$ cat src/rtl/alu_link_pkg.sv
// Shared types and constants for the 5-byte-request / 3-byte-response ALU link.
package alu_link_pkg;

  typedef enum logic [2:0] {IDLE, TX_LOAD, TX_ACK, TX_DONE, RX, RSP} link_state_t;

  localparam int REQ_BYTES = 5;
  localparam int RSP_BYTES = 3;

  localparam logic [1:0] OP_ADD = 2'd0;
  localparam logic [1:0] OP_SUB = 2'd1;
  localparam logic [1:0] OP_AND = 2'd2;
  localparam logic [1:0] OP_OR  = 2'd3;

  typedef struct packed {
    logic [1:0]  op;
    logic [15:0] a;
    logic [15:0] b;
  } alu_req_t;

  // Wire order of the request frame: opcode, then both operands low byte first.
  function automatic logic [7:0] frame_byte(input alu_req_t r, input logic [2:0] idx);
    case (idx)
      3'd0:    frame_byte = {6'b0, r.op};
      3'd1:    frame_byte = r.a[7:0];
      3'd2:    frame_byte = r.a[15:8];
      3'd3:    frame_byte = r.b[7:0];
      default: frame_byte = r.b[15:8];
    endcase
  endfunction

endpackage

$ cat src/rtl/alu_link_initiator_uart_tx_sequencer.sv
// One-byte uart TX handshake: load/start, wait for busy to rise, wait for busy to fall.
module uart_tx_sequencer
  import alu_link_pkg::*;
(
  input  logic       CLK,
  input  logic       RST_N,
  input  logic       send,
  input  logic [7:0] tx_byte,
  input  logic       TXbusy,
  output logic [7:0] TXbuffer,
  output logic       TXstart,
  output logic       byte_done
);

  link_state_t st, st_nx;
  logic        take;

  always_ff @(posedge CLK or negedge RST_N) begin
    if (!RST_N) begin
      st       <= IDLE;
      TXbuffer <= 8'h00;
    end else begin
      st <= st_nx;
      if (take) TXbuffer <= tx_byte;
    end
  end

  // A pending send is chained straight from TX_DONE so bytes go out back to back.
  always_comb begin
    st_nx     = st;
    take      = 1'b0;
    TXstart   = 1'b0;
    byte_done = 1'b0;
    case (st)
      IDLE: if (send) begin
        take  = 1'b1;
        st_nx = TX_LOAD;
      end
      TX_LOAD: if (!TXbusy) begin
        TXstart = 1'b1;
        st_nx   = TX_ACK;
      end
      TX_ACK: if (TXbusy) st_nx = TX_DONE;
      TX_DONE: if (!TXbusy) begin
        byte_done = 1'b1;
        take      = send;
        st_nx     = send ? TX_LOAD : IDLE;
      end
      default: st_nx = IDLE;
    endcase
  end

endmodule

$ cat src/rtl/alu_link_initiator.sv
// Host-side ALU link initiator: serialises one request over uart TX, collects the 3-byte reply.
// Optional response timeout enabled by defining ALU_RSP_TIMEOUT_EN.
module alu_link_initiator
  import alu_link_pkg::*;
#(
  parameter int DATA_W         = 16,
  parameter int TIMEOUT_CYCLES = 1000000,
  parameter int TO_CNT_W       = 20
) (
  input  logic              CLK,
  input  logic              RST_N,
  input  logic              req_valid,
  output logic              req_ready,
  input  logic [1:0]        req_op,
  input  logic [DATA_W-1:0] req_a,
  input  logic [DATA_W-1:0] req_b,
  output logic              rsp_valid,
  output logic [DATA_W-1:0] rsp_res,
  output logic              rsp_overflow,
  output logic              rsp_timeout,
  output logic              busy,
  output logic [7:0]        TXbuffer,
  output logic              TXstart,
  input  logic              TXbusy,
  input  logic [7:0]        RXbuffer,
  input  logic              RXready
);

  localparam logic [2:0] LAST_TX = 3'(REQ_BYTES - 1);
  localparam logic [1:0] LAST_RX = 2'(RSP_BYTES - 1);

  if (DATA_W != 16 || TIMEOUT_CYCLES < 2 || TIMEOUT_CYCLES > (1 << TO_CNT_W)) begin : g_param_chk
    $error("alu_link_initiator: DATA_W must be 16 and TIMEOUT_CYCLES must fit TO_CNT_W");
  end

  link_state_t state, state_nx;
  alu_req_t    req_in, req_q;
  logic [2:0]  idx;
  logic [1:0]  rx_idx;
  logic [7:0]  rx_lo, rx_hi;
  logic        send, byte_done, to_hit;
  logic [7:0]  tx_byte;
  logic        last_tx, rx_last, rx_enter;

  assign req_in    = '{op: req_op, a: req_a, b: req_b};
  assign last_tx   = (idx == LAST_TX);
  assign rx_last   = (rx_idx == LAST_RX);
  assign rx_enter  = (state == TX_LOAD) && byte_done && last_tx;
  assign req_ready = (state == IDLE);
  assign busy      = (state != IDLE);
  assign rsp_valid = (state == RSP);

  uart_tx_sequencer u_txseq (
    .CLK      (CLK),
    .RST_N    (RST_N),
    .send     (send),
    .tx_byte  (tx_byte),
    .TXbusy   (TXbusy),
    .TXbuffer (TXbuffer),
    .TXstart  (TXstart),
    .byte_done(byte_done)
  );

`ifdef ALU_RSP_TIMEOUT_EN
  logic [TO_CNT_W-1:0] to_cnt;

  assign to_hit = (state == RX) && !RXready && (to_cnt == TO_CNT_W'(TIMEOUT_CYCLES - 1));

  always_ff @(posedge CLK or negedge RST_N) begin
    if (!RST_N) begin
      to_cnt      <= '0;
      rsp_timeout <= 1'b0;
    end else begin
      if (rx_enter || (state == RX && RXready)) to_cnt <= '0;
      else if (state == RX)                     to_cnt <= to_cnt + 1'b1;
      if (state == RX && RXready && rx_last) rsp_timeout <= 1'b0;
      else if (to_hit)                       rsp_timeout <= 1'b1;
    end
  end
`else
  assign to_hit      = 1'b0;
  assign rsp_timeout = 1'b0;
`endif

  always_ff @(posedge CLK or negedge RST_N) begin
    if (!RST_N) state <= IDLE;
    else        state <= state_nx;
  end

  // TX_LOAD stands for the whole request-byte loop; the sequencer tracks the handshake phase.
  always_comb begin
    state_nx = state;
    send     = 1'b0;
    tx_byte  = frame_byte(req_q, idx + 3'd1);
    case (state)
      IDLE: begin
        send    = req_valid;
        tx_byte = frame_byte(req_in, 3'd0);
        if (req_valid) state_nx = TX_LOAD;
      end
      TX_LOAD: begin
        send = !last_tx;
        if (rx_enter) state_nx = RX;
      end
      RX:      if ((RXready && rx_last) || to_hit) state_nx = RSP;
      RSP:     state_nx = IDLE;
      default: state_nx = IDLE;
    endcase
  end

  always_ff @(posedge CLK or negedge RST_N) begin
    if (!RST_N) begin
      req_q        <= '0;
      idx          <= 3'd0;
      rx_idx       <= 2'd0;
      rx_lo        <= 8'h00;
      rx_hi        <= 8'h00;
      rsp_res      <= '0;
      rsp_overflow <= 1'b0;
    end else begin
      if (state == IDLE && req_valid) begin
        req_q <= req_in;
        idx   <= 3'd0;
      end
      if (state == TX_LOAD && byte_done && !last_tx) idx <= idx + 3'd1;
      if (rx_enter) rx_idx <= 2'd0;
      if (state == RX && RXready) begin
        rx_idx <= rx_idx + 2'd1;
        case (rx_idx)
          2'd0: rx_lo <= RXbuffer;
          2'd1: rx_hi <= RXbuffer;
          default: begin
            rsp_res      <= {rx_hi, rx_lo};
            rsp_overflow <= RXbuffer[0];
          end
        endcase
      end else if (to_hit) begin
        rsp_res      <= '0;
        rsp_overflow <= 1'b0;
      end
    end
  end

endmodule

$ cat config.mk
export PLATFORM = sky130hd
export DESIGN_NAME = alu_link_initiator
export DESIGN_NICKNAME = d
export VERILOG_FILES = /design/src/rtl/alu_link_pkg.sv /design/src/rtl/alu_link_initiator_uart_tx_sequencer.sv /design/src/rtl/alu_link_initiator.sv
export SDC_FILE = /design/constraint.sdc
export NUM_CORES = 1
export LEC_CHECK = 0
export CORE_MARGIN = 2
export CORE_UTILIZATION = 53
export CTS_BUF_LIST = sky130_fd_sc_hd__clkbuf_8
export DETAILED_ROUTE_END_ITERATION = 8
export GPL_ROUTABILITY_DRIVEN = 0
export HOLD_SLACK_MARGIN = 0.12
export PLACE_DENSITY = 0.84
export SLEW_MARGIN = 20
export SYNTH_ARGS = -nofsm -noshare
export SYNTH_HDL_FRONTEND = slang
export SYNTH_SLANG_ARGS = --single-unit
$ cat constraint.sdc
create_clock -name CLK -period 2.55 [get_ports CLK]
set_input_delay 0.255 -clock CLK [delete_from_list [all_inputs] [get_ports CLK]]
set_output_delay 0.255 -clock CLK [all_outputs]
set_load 0.02 [all_outputs]
Word level (Yosys, flattened, before mapping)
Cells that the tools add are included.

Flip-flop bits (word level): 86. Latch bits: 0. Memory bits (writable): 0. Memory bits (read-only): 0. Input bits: 47. Output and inout port bits: 30. Logic and storage cells: 77. Memories: 0.

Add/sub/neg operators: 2. Multipliers: 0. Div/mod/pow operators: 0. $lt $le $gt $ge: 0. Equality and inequality tests: 19. Shift-type cells: 0. Multiplexer cells: 23. Bitwise operators: 1. Reduce and logical (&&, ||, !) cells: 20.

Operators with widths (count): $pmux W8 S4 (1); $mux W3 (9); $eq A3 B2 Y1 const B (4); $ne A2 B2 Y1 const B (6); $pmux W3 S4 (1); $eq A3 B1 Y1 const B (3); $eq A3 B3 Y1 const B (3); $logic_not A3 Y1 (3); $pmux W3 S3 (1); $mux W8 (1); $logic_and A1 B1 Y1 (6); $mux W1 (6); $reduce_and A2 Y1 (3); $mux W2 (2); $pmux W1 S2 (2); $reduce_and A4 Y1 (1); $reduce_bool A2 Y1 (2); $add A3 B1 Y3 const B (1); $reduce_and A3 Y1 (1); $reduce_bool A3 Y1 (1); $add A2 B1 Y2 const B (1); $eq A2 B1 Y1 const B (1); $eq A2 B2 Y1 const B (1); $logic_not A2 Y1 (1); other kinds (4) (4).

Logic depth before layout (Yosys ltp)
Gate-level depths: netlist (run 1).

Word-level depth: 6. Gate-level depth with buffers: 7. Depth with buffers taken out: 6.

By module
From an unflattened synthesis (run 1), not the netlist that was laid out.

Cells, all modules: 283. Area, all modules: 3792.4 um^2.

Modules (own cells, without submodules): alu_link_initiator (times used 1, cells an instance 245, area each 3285.7 um^2, seq. area each 1851.8 um^2); uart_tx_sequencer (times used 1, cells an instance 38, area each 506.7 um^2, seq. area each 250.2 um^2).

Least setup slack after synthesis (run 1)
OpenSTA, ideal clock, no wires.

Path kind: reg-to-reg. Start: reg state[0]. End: reg req_q[10] in the netlist's numbering. Setup time: 0.125 ns. Data arrival time: 1.801 ns. Required time: 2.425 ns. Path slack: 0.624 ns. Cell stages (with the launch flop): 7. Path buffers: 2. Clock period less this slack: 1.926 ns. Path through: dfrtp_1 > inv_1 > ha_1 > and2_1 > buf_2 > buf_2 > mux2_2.

Word-level cells in the longest chain between the ends: 2.

Ends and longest elaborated chain: from (decl) (RTL line alu_link_initiator.sv:36) `link_state_t state, state_nx;`; from (signal assigned) (RTL line alu_link_initiator.sv:87) `else state <= state_nx;`; $logic_not A3 Y1; net req_ready (RTL line alu_link_initiator.sv:13) `output logic req_ready,`; $logic_and A1 B1 Y1 (RTL line alu_link_initiator.sv:121) `if (state == IDLE && req_valid) begin`; to (signal assigned) (RTL line alu_link_initiator.sv:122) `req_q <= req_in;`; to (decl) (RTL line alu_link_initiator.sv:37) `alu_req_t req_in, req_q;`.

The timed path passes the listed nets, and every way through them passes these cells. A chain may end at the register's enable or synchronous reset.

Final worst setup path (run 1)
Start: reg state[0]. End: out busy.

Word-level cells in the longest chain between the ends: 1.

Ends and longest elaborated chain: $reduce_bool A3 Y1 (RTL line alu_link_initiator.sv:50) `assign busy = (state != IDLE);`; to (decl) (RTL line alu_link_initiator.sv:21) `output logic busy,`.

No other way between the ends.

==> metrics.log, run 1 <==
INFO  metric chipWidth = 88.2 µm
INFO  metric cell_internal_pwr = 3.75 mW
INFO  metric initial_core_util = 55.0%
INFO  metric synthDistinctLibCells = 33
INFO  metric cts.clk_slew.worst_paths = 80 ps
INFO  metric rsz0062_at_grt = no
INFO  metric postSynth.topFlopCell = sky130_fd_sc_hd__dfrtp_1
INFO  metric power_frac_seq = 40.7%
INFO  metric switching_share_of_total_power = 34.4%
INFO  metric synth.top_cells.by_count = sky130_fd_sc_hd__dfrtp_1, sky130_fd_sc_hd__mux2_2, sky130_fd_sc_hd__ha_1, sky130_fd_sc_hd__inv_1, sky130_fd_sc_hd__nand2_1
INFO  metric cts_tree = built
INFO  metric critical_path.startpoint_type = flip-flop
INFO  metric cts-htree-levels = 3
INFO  metric grt_start_max_net_pins = 47
INFO  metric dp_hpwl = 5.42 mm
INFO  metric post-synth-top-area-cell = sky130_fd_sc_hd__dfrtp_1
INFO  metric reg2reg_depth = 5
INFO  metric worstPathMaxFanout = 8
INFO  metric worst_path_most_repeated_cell = sky130_fd_sc_hd__inv_1
INFO  metric post_cts_resize_count = 0
INFO  metric initialDrtViolationCount = 199
INFO  metric critPathSlowestCell = sky130_fd_sc_hd__clkdlybuf4s50_1
INFO  metric synthesis.area_per_instance = 13.6 µm²
INFO  metric netlist_top_cells_area = sky130_fd_sc_hd__dfrtp_1, sky130_fd_sc_hd__mux2_2, sky130_fd_sc_hd__ha_1
INFO  metric outcome = completed
INFO  metric critical_path.max_stage_delay = 600 ps
INFO  metric antenna-diode-count = 0
INFO  metric timing.final.max_slew_violations = 0
INFO  metric drc = 0
INFO  metric cts_sinks = 84
INFO  metric die_h = 88.2 µm
INFO  metric worst_clock_skew = 7.23 ps
INFO  metric placementRows = 30
INFO  metric worstSetupEndpointType = output pin
INFO  metric finalSetupViolCount = 0
INFO  metric clock_power_share = 15.8%
INFO  metric synth_sequential_area_ratio = 55.9%
INFO  metric p_comb_share = 43.5%
INFO  metric synthesized_netlist_net_count = 341
INFO  metric synth-seq-cells = 84
INFO  metric regToRegSetupSlack = 620 ps
INFO  metric vdd_ir_drop_max = 0.634 mV
INFO  metric timing.max_slew.rel_slack = 61.9%
INFO  metric maxCapViolCount = 0
INFO  metric drive_above_1_share = 25.8%
INFO  metric critical_path_class = reg2out
INFO  metric grt_pass1_wl = 12.2 mm
INFO  metric critical_path_rt = 2300 ps
INFO  metric clock_latency = 350 ps
INFO  metric cp_data_arrival_time = 1860 ps
INFO  metric finalWorstPathRequiredPeriod = 2110 ps
INFO  metric timing.setup.tns = 0 ps
INFO  metric synth-edff-count = 0
INFO  metric drt-pass1-iter-count = 7
INFO  metric core_region_area = 6830 µm²
INFO  metric synth.most_common_cell = sky130_fd_sc_hd__dfrtp_1
INFO  metric regToRegStartpoint = state[0]$_DFFE_PN0P_
INFO  metric postSynth.asyncResetShare = 100%
INFO  metric cts_inserted_buffers = 9
INFO  metric power-per-cell-area = 1190 nW/µm²
INFO  metric grt_pass1_vias = 2514
INFO  metric crit_path_cell_trace = inv_1 -> ha_1 -> inv_1 -> clkdlybuf4s50_1
INFO  metric leakage = 2.19 nW
INFO  metric average_wire_length_per_cell_after_detail_routing = 16.1 µm
INFO  metric grt_usage = 20.7%
INFO  metric post-cts-setup-buffers = 0
INFO  metric route.detailed.vias_per_inst = 5.26
INFO  metric cts-root-to-sink-buffers = 2
INFO  metric post_cts_hold_buffer_count = 1
INFO  metric portBuffers = 75
INFO  metric synthCells = 277
INFO  metric critical_path.reg2reg.endpoint = req_q[14]$_DFFE_PN0P_
INFO  metric final_antenna_net_count = 0
INFO  metric p_switching = 1.97 mW
INFO  metric holdCritPathClass = in2async
INFO  metric via_count = 2425
INFO  metric drt_wl_total = 7.43 mm
INFO  metric synth_area = 3760 µm²
INFO  metric fin_crit_sh = 82.7%
INFO  metric synth_top_area_share = 55.9%
INFO  metric yosys_warnings = 0
INFO  metric timing.final.hold_violations = 0
INFO  metric timing.fmax = 0.474 GHz
INFO  metric grt-ovfl-total = 0
INFO  metric cell_at_the_root_of_the_clock_tree = sky130_fd_sc_hd__clkbuf_8
INFO  metric tightestPinTransition = 571 ps
INFO  metric area.growth.synth_to_final = 28.3%
INFO  metric final_net_count = 425
INFO  metric floorplan.die_area = 7780 µm²
INFO  metric num_io_pins = 77
INFO  metric grt_antenna_before_repair = 0
INFO  metric holdWs = 432 ps
==> worst max path at each step <==
stage                               from               endpoint  slack [ps]  cells past startpoint
global route        state[0]$_DFFE_PN0P_                   busy         310                      4
finish              state[0]$_DFFE_PN0P_                   busy         440                      4
CTS                 state[0]$_DFFE_PN0P_              req_ready         410                      3
detailed placement                TXbusy   state[2]$_DFFE_PN0P_         500                      5
floorplan           state[0]$_DFFE_PN0P_  req_q[10]$_DFFE_PN0P_         620                      6
global placement                  TXbusy   state[2]$_DFFE_PN0P_         520                      5
==> layer usage <==
metal  track usage, %  vias to the layer above  part of all wire [%]  wire length [µm]
li1                 -                     1152                     -                 -
met1             27.5                     1187                    45              3350
met2             31.3                       75                    46              3400
met3             7.92                       11                   7.9               591
met4             7.02                        0                   1.3                97
met5                0                        -                     0                 0
==> power groups by stage <==
stage / sequential [mW] / clock, mW / combinational [mW]
after global routing: 2.42 / 0.975 / 2.73
after detailed placement: 2.35 / 0 / 2.50
final: 2.33 / 0.903 / 2.49
after global placement: 2.31 / 0 / 2.43
after CTS: 2.33 / 0.924 / 2.52
after floorplan: 2.46 / 0 / 1.51
==> sequential cells by signal (all words and copies together), names as in the netlist <==
| name | count |
|---|---|
| idx | 3 |
| req_q | 34 |
| rsp_overflow | 1 |
| rsp_res | 16 |
| rx_hi | 8 |
| rx_idx | 2 |
| rx_lo | 8 |
| state | 2 |
| u_txseq.TXbuffer | 8 |
| u_txseq.st | 2 |
==> cell families (layout without fill, tap and decap cells) <==
| kind of cell | after synthesis | after routing | synth area share [%] |
|---|---|---|---|
| flops | 84 | 84 | 55.9 |
| mux | 80 | 80 | 23.6 |
| simple gates | 37 | 37 | 5.46 |
| compound gates | 31 | 31 | 6.06 |
| buf+inv | 26 | 114 | 2.96 |
| fa+ha+maj | 17 | 17 | 5.66 |
| other cells | 1 | 1 | 0.0998 |
| xor+xnor | 1 | 1 | 0.233 |
==> final cells by class <==
| cell class | count | area (µm²) |
|---|---|---|
| Tap cell | 96 | 120 |
| Timing Repair Buffer | 83 | 811 |
| Sequential cell | 84 | 2100 |
| Multi-Input combinational cell | 167 | 1540 |
| Inverter | 16 | 60.1 |
| Clock inverter | 6 | 58.8 |
| Clock buffer | 9 | 124 |
| Fill cell | 502 | 2010 |
==> cell usage in the layout (no fill, tap or decap), types with 2 or more instances in the layout <==
cell type / count
sky130_fd_sc_hd__dfrtp_1: 84
sky130_fd_sc_hd__clkdlybuf4s50_1: 74
sky130_fd_sc_hd__mux2_2: 67
sky130_fd_sc_hd__inv_1: 18
sky130_fd_sc_hd__ha_1: 17
sky130_fd_sc_hd__nand2_1: 14
sky130_fd_sc_hd__mux2i_1: 12
sky130_fd_sc_hd__o21ai_0: 12
sky130_fd_sc_hd__clkbuf_8: 9
sky130_fd_sc_hd__nand3_1: 8
sky130_fd_sc_hd__buf_4: 8
sky130_fd_sc_hd__a222oi_1: 7
sky130_fd_sc_hd__a22oi_1: 4
sky130_fd_sc_hd__and2_1: 3
sky130_fd_sc_hd__nor2_1: 3
sky130_fd_sc_hd__nand2b_1: 2
sky130_fd_sc_hd__a21oi_1: 2
==> through the flow <==
| step | std cells | power, mW | utilization (%) | setup slack [ps] | cell area [µm²] |
|---|---|---|---|---|---|
| after floorplan | 277 | 3.96 | - | 624 | 3760 |
| after global placement | 445 | 4.74 | 67.7 | 520 | 4630 |
| after detailed placement | 445 | 4.86 | 67.7 | 497 | 4630 |
| after CTS | 461 | 5.77 | 70.5 | 409 | 4820 |
| after global routing | 461 | 6.12 | 70.5 | 314 | 4820 |
| final | 461 | 5.72 | 70.5 | 440 | 4820 |
==> critical path, delay by kind of cell, from the launching register on <==
family     cells  cell delay, ps
fa+ha+maj      1             300
buf+inv        3             810
flops          1             400
Note: power is estimated with default switching activity, not from simulation.
==> run 2: changes to the inputs <==
--- a/config.mk
+++ b/config.mk
@@ -6,12 +6,12 @@
 export NUM_CORES = 1
 export LEC_CHECK = 0
 export CORE_MARGIN = 2
-export CORE_UTILIZATION = 53
+export CORE_UTILIZATION = 48
 export CTS_BUF_LIST = sky130_fd_sc_hd__clkbuf_8
 export DETAILED_ROUTE_END_ITERATION = 8
 export GPL_ROUTABILITY_DRIVEN = 0
 export HOLD_SLACK_MARGIN = 0.12
-export PLACE_DENSITY = 0.84
+export PLACE_DENSITY = 0.8
 export SLEW_MARGIN = 20
 export SYNTH_ARGS = -nofsm -noshare
 export SYNTH_HDL_FRONTEND = slang
==> constraint.sdc (replaced) <==
create_clock -name CLK -period 1.8 [get_ports CLK]
set_input_delay 0.18 -clock CLK [delete_from_list [all_inputs] [get_ports CLK]]
set_output_delay 0.18 -clock CLK [all_outputs]
set_load 0.02 [all_outputs]
==> metrics.log, run 2 (synthesized netlist as in run 1, its figures left out) <==
INFO  metric outcome = complete, but fails checks
INFO  metric violations_in_the_final_reports = setup timing
INFO  metric rsz0062_at_grt = yes
INFO  metric global_route.usage.met3 = 5.61%
INFO  metric average_wire_length_per_cell_after_detail_routing = 16.3 µm
INFO  metric grt_usage = 19.5%
INFO  metric dp_hpwl = 5.54 mm
INFO  metric fin_crit_sh = 100%
INFO  metric vdd_ir_drop_max = 0.910 mV
INFO  metric core_region_area = 7650 µm²
INFO  metric drive_above_1_share = 32.5%
INFO  metric power-per-cell-area = 1720 nW/µm²
INFO  metric registers.top_by_ff_count = req_q
INFO  metric critical_path.startpoint_type = flip-flop
INFO  metric drt_wl_total = 7.82 mm
INFO  metric initial_core_util = 49.1%
INFO  metric most-common-layout-cells = sky130_fd_sc_hd__dfrtp_1, sky130_fd_sc_hd__clkdlybuf4s50_1, sky130_fd_sc_hd__mux2_2
INFO  metric placed_cells_incl_taps = 463
INFO  metric via_count = 2542
INFO  metric grt_antenna_before_repair = 0
INFO  metric timing.final.hold_violations = 0
INFO  metric gr-max-usage-layer = met2
INFO  metric area.growth.synth_to_final = 35.9%
INFO  metric post-route-worst-setup-slack = -3.43 ps
INFO  metric cell_at_the_root_of_the_clock_tree = sky130_fd_sc_hd__clkbuf_8
INFO  metric grt_start_max_net_pins = 38
INFO  metric reg2reg_depth = 5
INFO  metric chipWidth = 92.5 µm
INFO  metric grt_pass1_wl = 13.0 mm
INFO  metric grt-ovfl-total = 0
INFO  metric final_antenna_net_count = 0
INFO  metric reg_top3 = req_q (34), rsp_res (16)
INFO  metric largest_reg_flops = 34
INFO  metric setup.worst_path.start = idx[1]$_DFFE_PN0P_
INFO  metric antenna-diode-count = 0
INFO  metric finalSetupViolCount = 1
INFO  metric preCtsSetupSlack = -52.3 ps
INFO  metric cts.clk_slew.worst_paths = 80 ps
INFO  metric cts_tree = built
INFO  metric portBuffers = 75
INFO  metric critical_path.reg2reg.endpoint = state[2]$_DFFE_PN0P_
INFO  metric timing.final.max_slew_violations = 0
INFO  metric drc = 0
INFO  metric leakage = 2.32 nW
INFO  metric cp_data_arrival_time = 2040 ps
INFO  metric worst_clock_skew = 8.31 ps
INFO  metric cts-htree-levels = 3
INFO  metric regToRegStartpoint = idx[1]$_DFFE_PN0P_
INFO  metric worstSetupEndpointType = flip-flop
INFO  metric groute.layer.met2.usage = 32.3%
INFO  metric timing.setup.tns = -3.43 ps
INFO  metric critical_path_class = reg2reg
INFO  metric cts_inserted_buffers = 9
INFO  metric die_h = 92.5 µm
INFO  metric final_net_count = 439
INFO  metric crit_end = state[2]$_DFFE_PN0P_
INFO  metric layout.filler_cells = 593
INFO  metric finalWorstPathRequiredPeriod = 1800 ps
INFO  metric route.detailed.vias_per_inst = 5.28
INFO  metric post_layout_nonfiller_instances = 481
INFO  metric cts-root-to-sink-buffers = 2
INFO  metric clock_latency = 360 ps
INFO  metric timing.fmax = 0.554 GHz
INFO  metric layout_commonest_cell = sky130_fd_sc_hd__dfrtp_1
INFO  metric worstPathMaxFanout = 5
INFO  metric maxCapViolCount = 0
INFO  metric fin_util = 66.8%
INFO  metric drt-pass1-iter-count = 5
INFO  metric grt.met1_usage = 24.4%
INFO  metric num_io_pins = 77
INFO  metric grt_pass1_vias = 2676
INFO  metric holdCritPathClass = in2async
INFO  metric placementRows = 32
INFO  metric floorplan.die_area = 8550 µm²
INFO  metric regToRegSetupSlack = -3 ps
INFO  metric initialDrtViolationCount = 105
INFO  metric critical_path_rt = 2040 ps
INFO  metric cts_sinks = 84
-- run 2: changes by cell type in the layout (fill, tap and decap cells not counted), sizes merged --
| cell | delta |
|---|---|
| buf | +14 |
| clkdlybuf4s50 | -4 |
| dlygate4sd2 | +3 |
| bufinv | +2 |
| clkbuf | +2 |
| clkinv | -1 |
| clkinvlp | -1 |
| inv | -1 |
-- run 2: how the worst min path moves through the flow --
| stage | startpoint | end | slack, ps |
|---|---|---|---|
| finish | RST_N | u_txseq.st[0]$_DFFE_PN0P_ | 270 |
| global route | RST_N | req_q[33]$_DFFE_PN0P_ | 300 |
| CTS | RST_N | u_txseq.st[0]$_DFFE_PN0P_ | 270 |
| detailed placement | RST_N | u_txseq.st[0]$_DFFE_PN0P_ | 120 |
| global placement | RST_N | u_txseq.st[0]$_DFFE_PN0P_ | 110 |
| floorplan | RST_N | idx[0]$_DFFE_PN0P_ | -120 |
-- run 2: worst max-delay path, cell delays in order, from the launching register on --
cell and delay (ps):
sky130_fd_sc_hd__dfrtp_1 430, sky130_fd_sc_hd__inv_1 140, sky130_fd_sc_hd__ha_4 190, sky130_fd_sc_hd__nand4_2 130, sky130_fd_sc_hd__a222oi_1 420, sky130_fd_sc_hd__mux2_1 380
-- run 2: report_power, final --
part	internal [mW]	switching, mW
sequential	2.79	0.490
clock	0.959	0.678
combinational	2.12	1.76
total	5.87	2.93
-- run 2: layer usage --
| layer | up-vias | share of wire (%) |
|---|---|---|
| li1 | 1174 | - |
| met1 | 1270 | 42 |
| met2 | 83 | 49 |
| met3 | 15 | 7.0 |
| met4 | 0 | 1.8 |
| met5 | - | 0 |
-- run 2: final cells by class --
type	count	area (µm²)	area share, %
inverter	16	60.1	1.18
tap	102	128	2.50
sequential	84	2100	41.2
multi-input combinational	167	1610	31.5
timing repair buffer	97	961	18.8
clock inverter	5	108	2.11
clock buffer	10	138	2.70
-- run 2: stage by stage --
stage,hold slack (ps),cell area (µm²),power [mW]
2_1_floorplan,-116,3780,5.66
3_3_place_gp,109,4780,6.93
3_5_place_dp,116,4780,7.08
4_1_cts,273,5040,8.75
5_1_grt,298,5110,9.38
6_report,272,5110,8.79
-- run 2: repair_timing --
action                                 4_1_cts  5_1_grt
pin swaps                                    0        3
buffers inserted                             0        2
setup endpoints to repair                    5       47
endpoints found under the hold margin       60        0
hold buffers                                 1        0
resized for setup                            6       14
==> run 3: changes to the inputs <==
--- a/config.mk
+++ b/config.mk
@@ -6,12 +6,12 @@
 export NUM_CORES = 1
 export LEC_CHECK = 0
 export CORE_MARGIN = 2
-export CORE_UTILIZATION = 48
-export CTS_BUF_LIST = sky130_fd_sc_hd__clkbuf_8
+export CORE_UTILIZATION = 46
+export CTS_BUF_LIST = sky130_fd_sc_hd__clkbuf_8 sky130_fd_sc_hd__clkbuf_16
 export DETAILED_ROUTE_END_ITERATION = 8
 export GPL_ROUTABILITY_DRIVEN = 0
 export HOLD_SLACK_MARGIN = 0.12
-export PLACE_DENSITY = 0.8
+export PLACE_DENSITY = 0.78
 export SLEW_MARGIN = 20
 export SYNTH_ARGS = -nofsm -noshare
 export SYNTH_HDL_FRONTEND = slang
==> constraint.sdc (replaced) <==
create_clock -name CLK -period 1.8 [get_ports CLK]
set_input_delay 0.27 -clock CLK [delete_from_list [all_inputs] [get_ports CLK]]
set_output_delay 0.27 -clock CLK [all_outputs]
set_load 0.02 [all_outputs]
==> metrics.log, run 3 (synthesized netlist as in run 1, its figures left out) <==
INFO  metric outcome = completed
INFO  metric drt-pass1-iter-count = 4
INFO  metric drc = 0
INFO  metric fin_crit_sh = 99.8%
INFO  metric critical_path_class = reg2reg
INFO  metric worstSetupEndpointType = flip-flop
INFO  metric cts.clk_slew.worst_paths = 90 ps
INFO  metric timing.final.max_slew_violations = 0
INFO  metric finalWorstPathRequiredPeriod = 1800 ps
INFO  metric reg_top3 = req_q (34), rsp_res (16)
INFO  metric cell_internal_pwr = 5.75 mW
INFO  metric vdd_ir_drop_max = 0.869 mV
INFO  metric fin_util = 66.0%
INFO  metric chipWidth = 94.4 µm
INFO  metric final_net_count = 445
INFO  metric leakage = 2.33 nW
INFO  metric via_count = 2522
INFO  metric grt_antenna_before_repair = 0
INFO  metric registers.top_by_ff_count = req_q
INFO  metric cts-htree-levels = 3
INFO  metric final_antenna_net_count = 0
INFO  metric holdCritPathClass = in2async
INFO  metric dr_wl_met3 = 608 µm
INFO  metric worst_clock_skew = 11.4 ps
INFO  metric most-common-layout-cells = sky130_fd_sc_hd__dfrtp_1, sky130_fd_sc_hd__clkdlybuf4s50_1, sky130_fd_sc_hd__mux2_2
INFO  metric rsz0062_at_grt = yes
INFO  metric cts_sinks = 84
INFO  metric grt_pass1_wl = 12.6 mm
INFO  metric power_frac_seq = 37.8%
INFO  metric clock_power_share = 17.1%
INFO  metric critical_path_rt = 2040 ps
INFO  metric layout.filler_cells = 587
INFO  metric initialDrtViolationCount = 123
INFO  metric report.power.total = 8.70 mW
INFO  metric grt_pass1_vias = 2558
INFO  metric dp_hpwl = 5.61 mm
INFO  metric switching_share_of_total_power = 33.9%
INFO  metric route.detailed.vias_per_inst = 5.17
INFO  metric die_h = 94.4 µm
INFO  metric area.growth.synth_to_final = 37.1%
INFO  metric worstPathMaxFanout = 3
INFO  metric cell_at_the_root_of_the_clock_tree = sky130_fd_sc_hd__clkbuf_8
INFO  metric num_io_pins = 77
INFO  metric antenna-diode-count = 0
INFO  metric p_comb_share = 45.2%
INFO  metric layout_commonest_cell = sky130_fd_sc_hd__dfrtp_1
INFO  metric finalSetupViolCount = 0
INFO  metric grt_start_max_net_pins = 32
INFO  metric core_region_area = 7810 µm²
INFO  metric timing.final.hold_violations = 0
INFO  metric average_wire_length_per_cell_after_detail_routing = 16.1 µm
INFO  metric wirelength_met1 = 3.49 mm
INFO  metric critical_path.startpoint_type = flip-flop
INFO  metric placementRows = 32
INFO  metric maxCapViolCount = 0
INFO  metric portBuffers = 75
INFO  metric p_switching = 2.94 mW
INFO  metric floorplan.die_area = 8910 µm²
INFO  metric detailroute.wirelength.met2 = 3.66 mm
INFO  metric cts_tree = built
INFO  metric clock_latency = 360 ps
INFO  metric drive_above_1_share = 33.7%
INFO  metric dr.max_layer_used = met4
INFO  metric cts-root-to-sink-buffers = 2
INFO  metric largest_reg_flops = 34
INFO  metric grt-ovfl-total = 0
INFO  metric cts_inserted_buffers = 9
INFO  metric grt_usage = 18.5%
INFO  metric cp_data_arrival_time = 2030 ps
INFO  metric initial_core_util = 48.1%
INFO  metric drt_wl_total = 7.84 mm
INFO  metric power-per-cell-area = 1690 nW/µm²
INFO  metric timing.fmax = 0.557 GHz
==> run 3: power by group through the flow <==
stage / sequential (mW) / clock (mW) / combinational [mW]
finish: 3.28 / 1.48 / 3.93
CTS: 3.29 / 1.53 / 3.81
global route: 3.41 / 1.60 / 4.28
detailed placement: 3.32 / 0 / 3.80
floorplan: 3.48 / 0 / 2.17
global placement: 3.27 / 0 / 3.69
==> run 3: path summary, 6_finish.rpt <==
check                                           startpoint                              end  cells after the start  slack [ps]
min in group CLK           u_txseq.TXbuffer[6]$_DFFE_PN0P_  u_txseq.TXbuffer[6]$_DFFE_PN0P_                      2         490
min                                                  RST_N        u_txseq.st[0]$_DFFE_PN0P_                      2         400
max                              u_txseq.st[1]$_DFFE_PN0P_             state[2]$_DFFE_PN0P_                      5           4
max reg2reg                      u_txseq.st[1]$_DFFE_PN0P_             state[2]$_DFFE_PN0P_                      5           4
max in group asynchronous                            RST_N               idx[0]$_DFFE_PN0P_                      3         890
min reg2reg                u_txseq.TXbuffer[6]$_DFFE_PN0P_  u_txseq.TXbuffer[6]$_DFFE_PN0P_                      2         490
==> run 3: metal layers <==
layer / vias to the layer above / global-route usage, %
met2: 75 / 29.1
met5: - / 0
li1: 1191 / -
met1: 1249 / 24.4
met4: 0 / 4.35
met3: 7 / 7.34
==> run 3: per-stage QoR <==
step	worst slack, ps	std cells	instance area [µm²]	setup TNS (ps)	hold WS [ps]
final	4.16	488	5150	0	401
after global routing	-92.9	488	5150	-553	415
after CTS	-2.62	481	5060	-2.62	377
after detailed placement	-175	464	4830	-314	222
after global placement	-92.9	464	4830	-125	221
after floorplan	-14.6	277	3780	-386	-25.6
==> run 3: what timing repair did <==
item                                    4_1_cts  5_1_grt
pin swaps                                     0        4
setup buffers                                 0        7
gates resized for setup                       6       15
endpoints found under the setup margin        5       61
hold buffers                                  1        0
cloned                                        0        0
endpoints found under the hold margin        25        0
==> run 3: final cells by class <==
| cell class | instances | area, µm² | share of cell area [%] |
|---|---|---|---|
| timing repair buffer | 103 | 1040 | 20.3 |
| tap | 102 | 128 | 2.48 |
| multi-input combinational | 167 | 1590 | 30.9 |
| inverter | 16 | 60.1 | 1.17 |
| clock inverter | 7 | 97.6 | 1.89 |
| clock buffer | 9 | 124 | 2.40 |
| sequential | 84 | 2100 | 40.8 |
==> run 3: critical path: stages (launching register included) <==
cell and delay [ps]:
sky130_fd_sc_hd__dfrtp_1 390, sky130_fd_sc_hd__ha_2 200, sky130_fd_sc_hd__nor2b_4 180, sky130_fd_sc_hd__nand4_4 100
sky130_fd_sc_hd__a222oi_1 440, sky130_fd_sc_hd__mux2_1 370
